===== config.mk =====
export PLATFORM = sky130hd
export DESIGN_NAME = network_depacketizer
export DESIGN_NICKNAME = d
export VERILOG_FILES = /design/src/rtl/network_depacketizer.sv
export SDC_FILE = /design/constraint.sdc
export NUM_CORES = 1
export LEC_CHECK = 0
export CAP_MARGIN = 10
export CORE_MARGIN = 2
export CORE_UTILIZATION = 45
export CTS_CLUSTER_SIZE = 10
export DETAILED_ROUTE_END_ITERATION = 12
export MAX_ROUTING_LAYER = met4
export PLACE_DENSITY = 0.83
export REMOVE_ABC_BUFFERS = 1
export SLEW_MARGIN = 20
export SYNTH_ARGS = -nofsm -noshare
export SYNTH_HDL_FRONTEND = slang
export SYNTH_SLANG_ARGS = --single-unit
export TNS_END_PERCENT = 30

===== constraint.sdc =====
create_clock -name clk_i -period 6.6 [get_ports clk_i]
set_input_delay 1.32 -clock clk_i [delete_from_list [all_inputs] [get_ports clk_i]]
set_output_delay 1.32 -clock clk_i [all_outputs]
set_load 0.01 [all_outputs]

===== src/rtl/network_depacketizer.sv =====
`default_nettype none
// ============================================================================
//  Module   : network_depacketizer
//  Purpose  : Splits the packed flit stream leaving the network ejector into
//             a registered header channel and a payload stream with an
//             end-of-packet marker. Checks flit-type sequencing, bounds the
//             packet length, and reports protocol errors.
//  Revision : 1.0  - initial release
// ----------------------------------------------------------------------------
//  Ports
//    clk_i                 clock
//    rst_i                 asynchronous active-high reset
//    valid_i / ready_o     ejected flit handshake
//    data_i                packed flit {vn, broadcast, type, flit}, flit in LSBs
//    header_valid_o        header slot occupied
//    header_ready_i        consumer takes header
//    header_flit_o         header flit body
//    header_broadcast_o    header broadcast field
//    header_vn_o           header virtual network id
//    header_has_payload_o  1 for header, 0 for header_tail
//    payload_valid_o       payload flit valid
//    payload_ready_i       payload consumer ready
//    payload_data_o        payload flit body
//    payload_last_o        final flit of packet
//    protocol_error_o      one-cycle error pulse
//    error_count_o         saturating error count
// ============================================================================
module network_depacketizer #(
    parameter int NetworkIfFlitWidth             = 64,
    parameter int NetworkIfFlitTypeWidth         = 2,
    parameter int NetworkIfBroadcastWidth        = 1,
    parameter int NetworkIfVirtualNetworkIdWidth = 2,
    parameter int MaxPayloadFlits                = 16,
    parameter int ErrorCountWidth                = 16,
    localparam int DataWidth = NetworkIfVirtualNetworkIdWidth + NetworkIfBroadcastWidth
                             + NetworkIfFlitTypeWidth + NetworkIfFlitWidth
) (
    input  logic                                      clk_i,
    input  logic                                      rst_i,
    input  logic                                      valid_i,
    output logic                                      ready_o,
    input  logic [DataWidth-1:0]                      data_i,
    output logic                                      header_valid_o,
    input  logic                                      header_ready_i,
    output logic [NetworkIfFlitWidth-1:0]             header_flit_o,
    output logic [NetworkIfBroadcastWidth-1:0]        header_broadcast_o,
    output logic [NetworkIfVirtualNetworkIdWidth-1:0] header_vn_o,
    output logic                                      header_has_payload_o,
    output logic                                      payload_valid_o,
    input  logic                                      payload_ready_i,
    output logic [NetworkIfFlitWidth-1:0]             payload_data_o,
    output logic                                      payload_last_o,
    output logic                                      protocol_error_o,
    output logic [ErrorCountWidth-1:0]                error_count_o
);

    localparam int FW = NetworkIfFlitWidth;
    localparam int TW = NetworkIfFlitTypeWidth;
    localparam int BW = NetworkIfBroadcastWidth;
    localparam int VW = NetworkIfVirtualNetworkIdWidth;

    // Counter must hold values 0..MaxPayloadFlits-1; the +1 keeps the width
    // non-zero when MaxPayloadFlits is 1.
    localparam int CntWidth = $clog2(MaxPayloadFlits + 1);

    // Flit type encodings shared with the network interface (net_common.h).
    localparam logic [TW-1:0] c_type_header      = TW'(0);
    localparam logic [TW-1:0] c_type_payload     = TW'(1);
    localparam logic [TW-1:0] c_type_tail        = TW'(2);
    localparam logic [TW-1:0] c_type_header_tail = TW'(3);

    localparam logic [CntWidth-1:0]        c_cnt_last = CntWidth'(MaxPayloadFlits - 1);
    localparam logic [ErrorCountWidth-1:0] c_err_max  = {ErrorCountWidth{1'b1}};

    typedef enum logic [0:0] {
        ST_IDLE    = 1'b0,
        ST_PAYLOAD = 1'b1
    } state_t;

    // ------------------------------------------------------------------------
    // Registered state
    // ------------------------------------------------------------------------
    state_t                r_state;
    logic [CntWidth-1:0]   r_cnt;
    logic [VW-1:0]         r_pkt_vn;

    logic                  r_header_valid;
    logic [FW-1:0]         r_header_flit;
    logic [BW-1:0]         r_header_bcast;
    logic [VW-1:0]         r_header_vn;
    logic                  r_header_has_payload;

    logic                  r_payload_valid;
    logic [FW-1:0]         r_payload_data;
    logic                  r_payload_last;

    logic                  r_error;
    logic [ErrorCountWidth-1:0] r_err_count;

    // ------------------------------------------------------------------------
    // Input field decode
    // ------------------------------------------------------------------------
    logic [FW-1:0] w_flit;
    logic [TW-1:0] w_type;
    logic [BW-1:0] w_bcast;
    logic [VW-1:0] w_vn;
    logic          w_is_head;
    logic          w_is_body;
    logic          w_slot_free;
    logic          w_payload_free;
    logic          w_ready;
    logic          w_accept;
    logic          w_flit_error;

    assign w_flit  = data_i[FW-1:0];
    assign w_type  = data_i[FW +: TW];
    assign w_bcast = data_i[FW+TW +: BW];
    assign w_vn    = data_i[FW+TW+BW +: VW];

    assign w_is_head = (w_type == c_type_header) || (w_type == c_type_header_tail);
    assign w_is_body = (w_type == c_type_payload) || (w_type == c_type_tail);

    // A slot draining this cycle counts as free so headers stream at full rate.
    assign w_slot_free    = !r_header_valid  || header_ready_i;
    assign w_payload_free = !r_payload_valid || payload_ready_i;

    // Ready is a function of state, register occupancy, consumer readies and
    // the flit type on data_i, never of valid_i. Flits that will be dropped as
    // errors are always accepted so a misbehaving source cannot wedge the link.
    always_comb begin
        w_ready = 1'b0;
        case (r_state)
            ST_IDLE:    w_ready = w_is_head ? w_slot_free : 1'b1;
            ST_PAYLOAD: w_ready = w_is_body ? w_payload_free : 1'b1;
            default:    w_ready = 1'b0;
        endcase
    end

    assign w_accept = valid_i && w_ready;

    // One error at most per accepted flit; the checks are ordered so that a
    // flit breaking several rules is still counted once.
    always_comb begin
        w_flit_error = 1'b0;
        if (w_accept) begin
            if (r_state == ST_IDLE) begin
                w_flit_error = !w_is_head;
            end else if (!w_is_body) begin
                w_flit_error = 1'b1;
            end else if (w_vn != r_pkt_vn) begin
                w_flit_error = 1'b1;
            end else if ((w_type == c_type_payload) && (r_cnt == c_cnt_last)) begin
                w_flit_error = 1'b1;
            end
        end
    end

    // ------------------------------------------------------------------------
    // Sequencing FSM with registered header slot, payload stage and errors
    // ------------------------------------------------------------------------
    always_ff @(posedge clk_i or posedge rst_i) begin
        if (rst_i) begin
            r_state              <= ST_IDLE;
            r_cnt                <= '0;
            r_pkt_vn             <= '0;
            r_header_valid       <= 1'b0;
            r_header_flit        <= '0;
            r_header_bcast       <= '0;
            r_header_vn          <= '0;
            r_header_has_payload <= 1'b0;
            r_payload_valid      <= 1'b0;
            r_payload_data       <= '0;
            r_payload_last       <= 1'b0;
            r_error              <= 1'b0;
            r_err_count          <= '0;
        end else begin
            r_error <= w_flit_error;
            if (w_flit_error && (r_err_count != c_err_max)) begin
                r_err_count <= r_err_count + ErrorCountWidth'(1);
            end

            // Drains; a load below in the same cycle takes precedence.
            if (r_header_valid && header_ready_i) begin
                r_header_valid <= 1'b0;
            end
            if (payload_ready_i) begin
                r_payload_valid <= 1'b0;
            end

            case (r_state)
                ST_IDLE: begin
                    if (w_accept && w_is_head) begin
                        r_header_valid       <= 1'b1;
                        r_header_flit        <= w_flit;
                        r_header_bcast       <= w_bcast;
                        r_header_vn          <= w_vn;
                        r_header_has_payload <= (w_type == c_type_header);
                        if (w_type == c_type_header) begin
                            r_state  <= ST_PAYLOAD;
                            r_cnt    <= '0;
                            r_pkt_vn <= w_vn;
                        end
                    end
                end
                ST_PAYLOAD: begin
                    // VN mismatches are still forwarded; only the error fires.
                    if (w_accept && w_is_body) begin
                        r_payload_valid <= 1'b1;
                        r_payload_data  <= w_flit;
                        if ((w_type == c_type_tail) || (r_cnt == c_cnt_last)) begin
                            // Either a proper tail or a forced truncation at the
                            // length limit; both close the packet here.
                            r_payload_last <= 1'b1;
                            r_state        <= ST_IDLE;
                        end else begin
                            r_payload_last <= 1'b0;
                            r_cnt          <= r_cnt + CntWidth'(1);
                        end
                    end
                end
                default: r_state <= ST_IDLE;
            endcase
        end
    end

    // ------------------------------------------------------------------------
    // Outputs
    // ------------------------------------------------------------------------
    assign ready_o              = w_ready;
    assign header_valid_o       = r_header_valid;
    assign header_flit_o        = r_header_flit;
    assign header_broadcast_o   = r_header_bcast;
    assign header_vn_o          = r_header_vn;
    assign header_has_payload_o = r_header_has_payload;
    assign payload_valid_o      = r_payload_valid;
    assign payload_data_o       = r_payload_data;
    assign payload_last_o       = r_payload_last;
    assign protocol_error_o     = r_error;
    assign error_count_o        = r_err_count;

endmodule
`default_nettype wire

==> results.yml, run 1 <==
status:
  status: "completed"
cts:
  cts.htree.levels: 4
  root_buffer: "clkbuf_16"
  cts_inserted_buffers: 17
  insertion_delay_ps: 410
  clock_path_buffers: 2
  cts_setup_buffers: 0
  cts_tree: "yes"
  hold_buffers: 0
  cts_sinks: 160
  clkTransAtPathRegs_ps: 60
  cts_resized: 0
global_routing:
  track_usage_pct: 23.0
  grt_pass1_vias: 5136
  grt_max_degree: 105
  grt-ovfl-total: 0
  grt_first_pass_wirelength_mm: 26.0
  grt_antenna_before_repair: 0
floorplanning:
  die_x_um: 124
  num_rows: 43
  initial_core_util_pct: 46.1
  io_pins: 227
  coreArea_mm2: 0.0139
  die_area_mm2: 0.0153
  die_y_um: 124
hold_path:
  hp-class: "reg -> reg"
worst_setup_path:
  slowest_stage: "ha_1"
  timing.critical_path.to_type: "output pin"
  critPathKind: "in -> out"
  path_common_cell: "clkdlybuf4s50_1"
  cp.required_ps: 5280
  cp_max_fo: 9
  crit_chain: "clkdlybuf4s50_1 -> inv_1 -> ha_1 -> nand4b_4 -> o31a_2 -> clkdlybuf4s50_1"
  crit_path_max_incr_delay_ps: 530
  crit_arrival_ps: 3260
  cp-start-kind: "input pin"
sta:
  holdWs_ps: 472
  clock.fmax_mhz: 218
  fin_skew_ps: 8.06
  tns_ps: 0
  worst_slew_pin_slew_ps: 906
  period_needed_ps: 4580
  rsz0062_at_grt: "no"
  finalSetupViolCount: 0
  timing.slew.headroom_pct: 39.6
  final_hold_viol_count: 0
  report.final.slew_viol_count: 0
  period_share_pct: 69.4
drt:
  vias: 4987
  ant_nets: 0
  drtIter0Drc: 331
  wl_per_cell_um: 16.9
  avgViaCountPerCell: 5.07
  routed_wirelength_mm: 16.6
  drc_errors: 0
  first_pass_iters: 6
yosys:
  syn-cell-area_mm2: 0.00643
  ys_types: 35
  ys_warn_count: 0
  yosysTopAreaCellShare_pct: 62.3
  synth_cells: 565
  seq_area_frac_synth_pct: 62.3
  synth.avg_cell_area_um2: 11.4
  synth_seq_cells: 160
  synth.area.top_cells: "dfrtp_1 62%, nand2_1 13%, mux2_2 12%"
  synth_top_cell_by_area: "dfrtp_1"
place:
  portBuffers: 226
  placed_area_mm2: 0.00881
  dp_hpwl_mm: 11.5
  gp_routability_congestion: 0.838
power_and_ir_drop:
  p_comb_share_pct: 37.6
  switching_power_mw: 1.25
  intPower_mw: 2.85
  p_sw_share_pct: 30.6
  powerDensity_mw_per_mm2: 436
  leakage_nw: 4.28
  p_seq_share_pct: 39.3
  clkPwrFrac_pct: 23.1
  peakVddDrop_mv: 0.293
flow_run:
  cap_viol_max_count: 0
layout:
  drive_above_1_share_pct: 13.8
  syn_to_final_growth_pct: 46.2
  diodes: 0
  final_area_mm2: 0.00940
  final_nets: 871
-- routing by layer --
layer  GRT usage [%]  part of all wire, %  vias up
li1                -                    -     2288
met1            27.5                   40     2473
met2            37.5                   51      197
met3            6.04                  6.3       29
met4            8.74                  2.3        0
met5               -                    0        -
-- sequential cells by signal, indices dropped and copies added (netlist names), 2 cells and up --
register	cells
r_cnt	5
r_pkt_vn	2
payload_data_o	64
error_count_o	16
header_flit_o	64
header_vn_o	2
-- path summary, 6_finish.rpt --
| path | startpoint | endpoint | slack (ps) | depth (start not counted) |
|---|---|---|---|---|
| worst min-delay path | header_flit_o[50]$_DFFE_PP0P_ | header_flit_o[50]$_DFFE_PP0P_ | 470 | 2 |
| min in group asynchronous | rst_i | payload_data_o[22]$_DFFE_PP0P_ | 1500 | 2 |
| max in group asynchronous | rst_i | header_flit_o[52]$_DFFE_PP0P_ | 3810 | 3 |
| worst max-delay path | data_i[65] | ready_o | 2020 | 6 |
| worst max register to register | r_state$_DFF_PP0_ | header_flit_o[24]$_DFFE_PP0P_ | 4200 | 5 |
| worst min register to register | header_flit_o[50]$_DFFE_PP0P_ | header_flit_o[50]$_DFFE_PP0P_ | 470 | 2 |
-- synth_stat cells --
cell type	count
nand4_1	10
dfrtp_1	160
buf_2	17
mux2_2	66
nand2b_1	3
ha_1	6
nand4b_4	1
nor3_4	1
or3_1	2
and4_1	2
buf_4	2
o21ai_0	8
xor2_1	1
and2_1	2
clkbuf_1	3
o21a_1	1
a21oi_1	2
nand3_1	10
a311oi_4	1
and3_1	4
o31ai_1	1
nand2_4	1
nand2_1	218
mux2_1	2
o31a_2	1
o311ai_4	1
inv_1	9
xnor2_1	15
nand3_2	1
nor2_1	7
a21boi_0	1
mux2i_1	1
a21o_1	1
buf_6	3
nand2_2	1
-- cell usage in the layout, fill, tap and decap left out, types with 2 or more instances in the layout --
cell type,synthesis,layout
a21oi_1,2,2
and2_1,2,2
and3_1,4,4
and4_1,2,2
buf_4,2,5
bufinv_16,0,2
clkbuf_16,0,17
clkbuf_8,0,2
clkdlybuf4s50_1,0,226
clkinv_2,0,5
clkinvlp_4,0,4
dfrtp_1,160,160
ha_1,6,6
inv_1,9,8
mux2_1,2,2
mux2_2,66,66
nand2_1,218,218
nand2b_1,3,3
nand3_1,10,10
nand4_1,10,10
nor2_1,7,7
o21ai_0,8,8
or3_1,2,2
xnor2_1,15,15
-- cell type report --
cell class / count / area [um^2]
clock inverter: 11 / 115
fill: 1023 / 4540
multi-input combinational: 371 / 2240
clock buffer: 20 / 457
tap: 180 / 225
sequential: 160 / 4000
inverter: 9 / 38.8
timing repair buffer: 232 / 2310
-- worst max-delay path, delay by kind of cell --
family / cells / cell delay (ps)
adders and majority gates: 1 / 530
and+or+nand+nor: 1 / 200
buffers and inverters: 3 / 1030
AOI/OAI and AO/OA: 1 / 170
-- kinds of logic (layout without fill, tap and decap cells) --
group / count (synthesis) / after routing / share of synthesized area [%]
buffers and inverters: 34 / 272 / 2.78
muxes: 69 / 69 / 12.1
AOI/OAI and AO/OA: 17 / 17 / 2.22
xor gates and xnor gates: 16 / 16 / 2.18
adders and majority gates: 6 / 6 / 1.17
and+or+nand+nor: 263 / 263 / 17.3
DFF: 160 / 160 / 62.3
-- power groups by stage --
stage	Sequential, mW	Clock [mW]	Combinational, mW
final	1.61	0.948	1.54
after global routing	1.65	1.01	1.65
after CTS	1.61	0.962	1.56
after detailed placement	1.61	0	1.54
after global placement	1.59	0	1.51
after floorplan	1.76	0	0.428
-- through the flow --
stage	total power, mW	utilization (%)	instances	setup slack [ps]
finish	4.10	67.4	983	2020
global route	4.32	67.4	983	1910
CTS	4.13	67.3	982	2020
detailed placement	3.16	63.2	951	2020
global placement	3.09	63.2	951	2070
floorplan	2.19	-	540	960
No activity file was read; power rests on OpenSTA's default activity.
==> inputs of run 2 (changes only) <==
- clock period: 6.6 -> 4.55 ns (I/O delays scaled with it)
==> run 2 against run 1 <==
Hold slack about the same. Cell area is 0.97% higher. Die area did not move. Via count down 0.40%. Cell count grew 0.20%. Core utilization up 0.66 points. Critical path depth is the same. Non-clock buffer count increased by 1.
==> results.yml, run 2 (synthesis gave the netlist of run 1 again) <==
worst_setup_path:
  crit_path_max_incr_delay_ps: 550
  cp_num_buf_inv: 3
  path_common_cell: "clkdlybuf4s50_1"
  timing.critical_path.to_type: "output pin"
  crit_chain: "clkdlybuf4s50_1 -> inv_1 -> ha_1 -> nand4b_4 -> o31a_2 -> clkdlybuf4s50_1"
  critPathKind: "in -> out"
  rr_endpoint: "header_flit_o[18]$_DFFE_PP0P_"
  endpoint: "ready_o"
  rr_startpoint: "r_state$_DFF_PP0_"
  r2r_cells: 5
  cp_max_fo: 9
  slowest_stage: "ha_1"
  crit_arrival_ps: 2870
  cp.required_ps: 3640
  critPathLaunch: "data_i[64]"
  path_depth: 6
  cp-start-kind: "input pin"
  crit_family: "buffers and inverters"
  r2r_setup_slack_ps: 2200
drt:
  routed_wirelength_mm: 16.4
  drtIter0Drc: 284
  first_pass_iters: 6
  wl_per_cell_um: 16.7
  vias: 4967
  avgViaCountPerCell: 5.04
  drc_errors: 0
  ant_nets: 0
layout:
  diodes: 0
  n_fill_cell: 1002
  final_common_cell: "clkdlybuf4s50_1"
  syn_to_final_growth_pct: 47.6
  utilization_pct: 68.1
  final_area_mm2: 0.00949
  drive_above_1_share_pct: 14.2
  multi_input_area_mm2: 0.00224
  final_nets: 872
  layout_common_cells: "226 x clkdlybuf4s50_1, 218 x nand2_1, 160 x dfrtp_1"
  seq_area_mm2: 0.00400
  stdcell_count: 985
status:
  status: "completed"
place:
  portBuffers: 226
  dp_hpwl_mm: 11.8
  dpl.cell_count: 953
  gp_routability_congestion: 0.859
  placed_area_mm2: 0.00884
sta:
  period_needed_ps: 3780
  worst_slew_pin_slew_ps: 729
  fin_skew_ps: 11.0
  timing.slew.headroom_pct: 51.4
  rsz0062_at_grt: "no"
  tns_ps: 0
  finalSetupViolCount: 0
  period_share_pct: 83.0
  clock.fmax_mhz: 265
  report.final.slew_viol_count: 0
  final_hold_viol_count: 0
global_routing:
  track_usage_pct: 22.6
  grt_max_degree: 74
  grt_pass1_vias: 5128
  grt_antenna_before_repair: 0
  grt-ovfl-total: 0
  grt_first_pass_wirelength_mm: 25.6
floorplanning:
  die_x_um: 124
  io_pins: 227
  initial_core_util_pct: 46.1
  die_y_um: 124
  num_rows: 43
  die_area_mm2: 0.0153
  coreArea_mm2: 0.0139
cts:
  clkTransAtPathRegs_ps: 60
  cts_setup_buffers: 0
  cts.htree.levels: 4
  hold_buffers: 0
  cts_sinks: 160
  insertion_delay_ps: 410
  cts_inserted_buffers: 17
  cts_resized: 0
  cts_tree: "yes"
  root_buffer: "clkbuf_16"
  clock_path_buffers: 2
power_and_ir_drop:
  powerDensity_mw_per_mm2: 641
  leakage_nw: 4.32
  peakVddDrop_mv: 0.357
flow_run:
  cap_viol_max_count: 0
hold_path:
  hp-class: "reg -> reg"
## run 2: changes by cell type in the layout (fill, tap and decap cells not counted), sizes merged
cell,delta
clkinv,-3
clkinvlp,+1
buf,+1
bufinv,+2
inv,+1
## run 2: routing by layer
metal  global-route usage, %  share of wire (%)  up-vias
met5                       -                  0        -
met4                    8.17                2.0        0
met3                    5.95                6.1       31
met2                    38.4                 53      179
met1                    25.7                 39     2466
li1                        -                  -     2291
## run 2: where the power goes
part	total, mW	leakage (nW)	internal [mW]	switching [mW]
Combinational	2.23	2.06	1.32	0.912
Sequential	2.33	1.96	1.98	0.350
Clock	1.52	0.301	0.964	0.559
Total	6.08	4.32	4.26	1.82
## run 2: worst min path at each step
| stage | from | endpoint | slack [ps] | cells after the start |
|---|---|---|---|---|
| after detailed placement | header_flit_o[12]$_DFFE_PP0P_ | header_flit_o[12]$_DFFE_PP0P_ | 460 | 2 |
| after CTS | header_flit_o[62]$_DFFE_PP0P_ | header_flit_o[62]$_DFFE_PP0P_ | 480 | 2 |
| after floorplan | r_cnt[4]$_DFFE_PP0P_ | r_cnt[4]$_DFFE_PP0P_ | 450 | 2 |
| after global routing | header_flit_o[42]$_DFFE_PP0P_ | header_flit_o[42]$_DFFE_PP0P_ | 490 | 2 |
| after global placement | header_flit_o[4]$_DFFE_PP0P_ | header_flit_o[4]$_DFFE_PP0P_ | 460 | 2 |
| final | header_flit_o[43]$_DFFE_PP0P_ | header_flit_o[43]$_DFFE_PP0P_ | 470 | 2 |
## run 2: tightest hold or removal path: cells and delay by family, from the launching register on
kind	cells	cell delay, ps
simple gates	2	100
flops	1	340
## run 2: area by class of cell
cell class | count | area share, %
sequential | 160 | 42.2
timing repair buffer | 233 | 24.5
multi-input combinational | 371 | 23.7
clock buffer | 20 | 4.92
tap | 180 | 2.37
clock inverter | 12 | 1.90
inverter | 9 | 0.409
## run 2: per-stage QoR
step / hold WS (ps) / total power, mW / setup WS [ps]
final: 472 / 6.08 / 772
after global routing: 490 / 6.39 / 688
after CTS: 477 / 6.15 / 761
after detailed placement: 462 / 4.59 / 760
after global placement: 456 / 4.49 / 839
after floorplan: 450 / 3.18 / -680
==> inputs of run 3 (changes only) <==
- clock period: 4.55 -> 3.7 ns (I/O delays scaled with it)
==> run 3 against run 2 <==
Setup slack worse by 520 ps. Register-to-register slack worse by 800 ps. Critical path depth stayed put. Hold slack better by 1.0 ps. Clock-buffer cell count is 3 higher. Sequential power is 23% higher. First-iteration DRC count is 1.1% higher. Die area stayed put. Global-route usage is 0.84 points higher. Critical endpoint unchanged.
==> results.yml, run 3 (synthesis gave the netlist of run 1 again) <==
floorplanning:
  num_rows: 43
  coreArea_mm2: 0.0139
  initial_core_util_pct: 46.1
  die_x_um: 124
  die_y_um: 124
  die_area_mm2: 0.0153
  io_pins: 227
worst_setup_path:
  cp.required_ps: 2960
  crit_path_max_incr_delay_ps: 550
  r2r_setup_slack_ps: 1400
  crit_chain: "clkdlybuf4s50_1 -> inv_1 -> ha_1 -> nand4b_4 -> o31a_2 -> clkdlybuf4s50_1"
  rr_startpoint: "r_cnt[0]$_DFFE_PP0P_"
  cp_max_fo: 9
  r2r_cells: 7
  cp-start-kind: "input pin"
  crit_arrival_ps: 2710
  rr_endpoint: "error_count_o[14]$_DFFE_PP0P_"
  path_common_cell: "clkdlybuf4s50_1"
  timing.critical_path.to_type: "output pin"
  critPathKind: "in -> out"
  slowest_stage: "ha_1"
cts:
  insertion_delay_ps: 420
  cts_setup_buffers: 0
  cts_tree: "yes"
  clkTransAtPathRegs_ps: 60
  hold_buffers: 0
  cts_resized: 0
  cts.htree.levels: 4
  cts_inserted_buffers: 17
  root_buffer: "clkbuf_16"
  clock_path_buffers: 2
  cts_sinks: 160
sta:
  tns_ps: 0
  final_hold_viol_count: 0
  timing.slew.headroom_pct: 50.1
  period_needed_ps: 3450
  period_share_pct: 93.1
  clock.fmax_mhz: 290
  worst_slew_pin_slew_ps: 749
  finalSetupViolCount: 0
  worst_slack_ps: 254
  rsz0062_at_grt: "no"
  report.final.slew_viol_count: 0
  fin_skew_ps: 9.14
power_and_ir_drop:
  p_seq_share_pct: 38.8
  powerDensity_mw_per_mm2: 782
  p_comb_share_pct: 37.4
  p_sw_share_pct: 30.6
  intPower_mw: 5.13
  switching_power_mw: 2.26
  clkPwrFrac_pct: 23.7
  leakage_nw: 4.30
  peakVddDrop_mv: 0.461
hold_path:
  min_to: "header_flit_o[28]$_DFFE_PP0P_"
  hp-class: "reg -> reg"
  hp-start: "header_flit_o[28]$_DFFE_PP0P_"
  hold_depth: 2
global_routing:
  track_usage_pct: 23.4
  grt-ovfl-total: 0
  grt_max_degree: 73
  grt_first_pass_wirelength_mm: 26.3
  grt_pass1_vias: 5257
  grt_antenna_before_repair: 0
layout:
  final_common_cell: "clkdlybuf4s50_1"
  diodes: 0
  drive_above_1_share_pct: 13.9
  n_fill_cell: 1007
  seq_area_mm2: 0.00400
  multi_input_area_mm2: 0.00224
  final_nets: 872
  layout_common_cells: "226 x clkdlybuf4s50_1, 218 x nand2_1, 160 x dfrtp_1"
  syn_to_final_growth_pct: 47.0
drt:
  vias: 5057
  routed_wirelength_mm: 16.9
  ant_nets: 0
  drc_errors: 0
  avgViaCountPerCell: 5.13
  wl_per_cell_um: 17.2
  first_pass_iters: 4
  drtIter0Drc: 287
status:
  status: "completed"
place:
  dp_hpwl_mm: 11.8
  gp_routability_congestion: 0.833
  portBuffers: 226
  dp_slack_ps: 247
flow_run:
  cap_viol_max_count: 0
[run 3: changes by cell type in the layout (fill, tap and decap cells not counted), sizes merged]
cell | previous run | this run
clkbuf | 20 | 23
bufinv | 4 | 2
clkinv | 2 | 4
clkinvlp | 5 | 3
inv | 10 | 9
[run 3: cell type report]
class | count | share of cell area [%]
Multi-Input combinational cell | 371 | 23.8
Clock buffer | 23 | 5.17
Timing Repair Buffer | 233 | 24.8
Tap cell | 180 | 2.38
Sequential cell | 160 | 42.4
Clock inverter | 9 | 1.13
Inverter | 9 | 0.411
[run 3: metrics by stage]
step                      area, um^2  std cells  hold WS (ps)  util (%)  power (mW)
after floorplan                 6280        540           450         -        3.90
after CTS                       9450        985           476      67.8        7.44
final                           9450        985           473      67.8        7.39
after global placement          8850        953           457      63.5        5.53
after detailed placement        8850        953           461      63.5        5.65
after global routing            9450        985           489      67.8        7.75
[run 3: power groups by stage]
stage                     Combinational [mW]  Clock (mW)  Sequential, mW
final                                   2.76        1.75            2.87
after detailed placement                2.77           0            2.88
after CTS                               2.80        1.78            2.87
after floorplan                        0.764           0            3.14
after global routing                    2.95        1.85            2.94
after global placement                  2.70           0            2.83
[run 3: worst max-delay path, delay by kind of cell]
| family | cells | cell delay [ps] |
|---|---|---|
| AND/OR/NAND/NOR | 1 | 200 |
| adder cells (fa/ha/maj) | 1 | 550 |
| AO/OA/AOI/OAI | 1 | 180 |
| buffers and inverters | 3 | 1040 |
[run 3: metal layers]
metal  vias up  GRT usage, %  part of all wire (%)  wire length, um
met5         -             -                     0                0
li1       2294             -                     -                -
met3        36          6.60                   6.4             1090
met2       183          39.4                    53             8900
met1      2544          26.3                    39             6540
met4         0          9.52                   2.4              407
[run 3: worst max path at each step]
stage	startpoint	to	slack (ps)	depth (start not counted)
4_1_cts	data_i[64]	ready_o	240	6
3_3_place_gp	data_i[64]	ready_o	320	6
2_1_floorplan	rst_i	error_count_o[0]$_DFFE_PP0P_	-1360	1
3_5_place_dp	data_i[64]	ready_o	250	6
5_1_grt	data_i[64]	ready_o	190	6
6_report	data_i[64]	ready_o	250	6
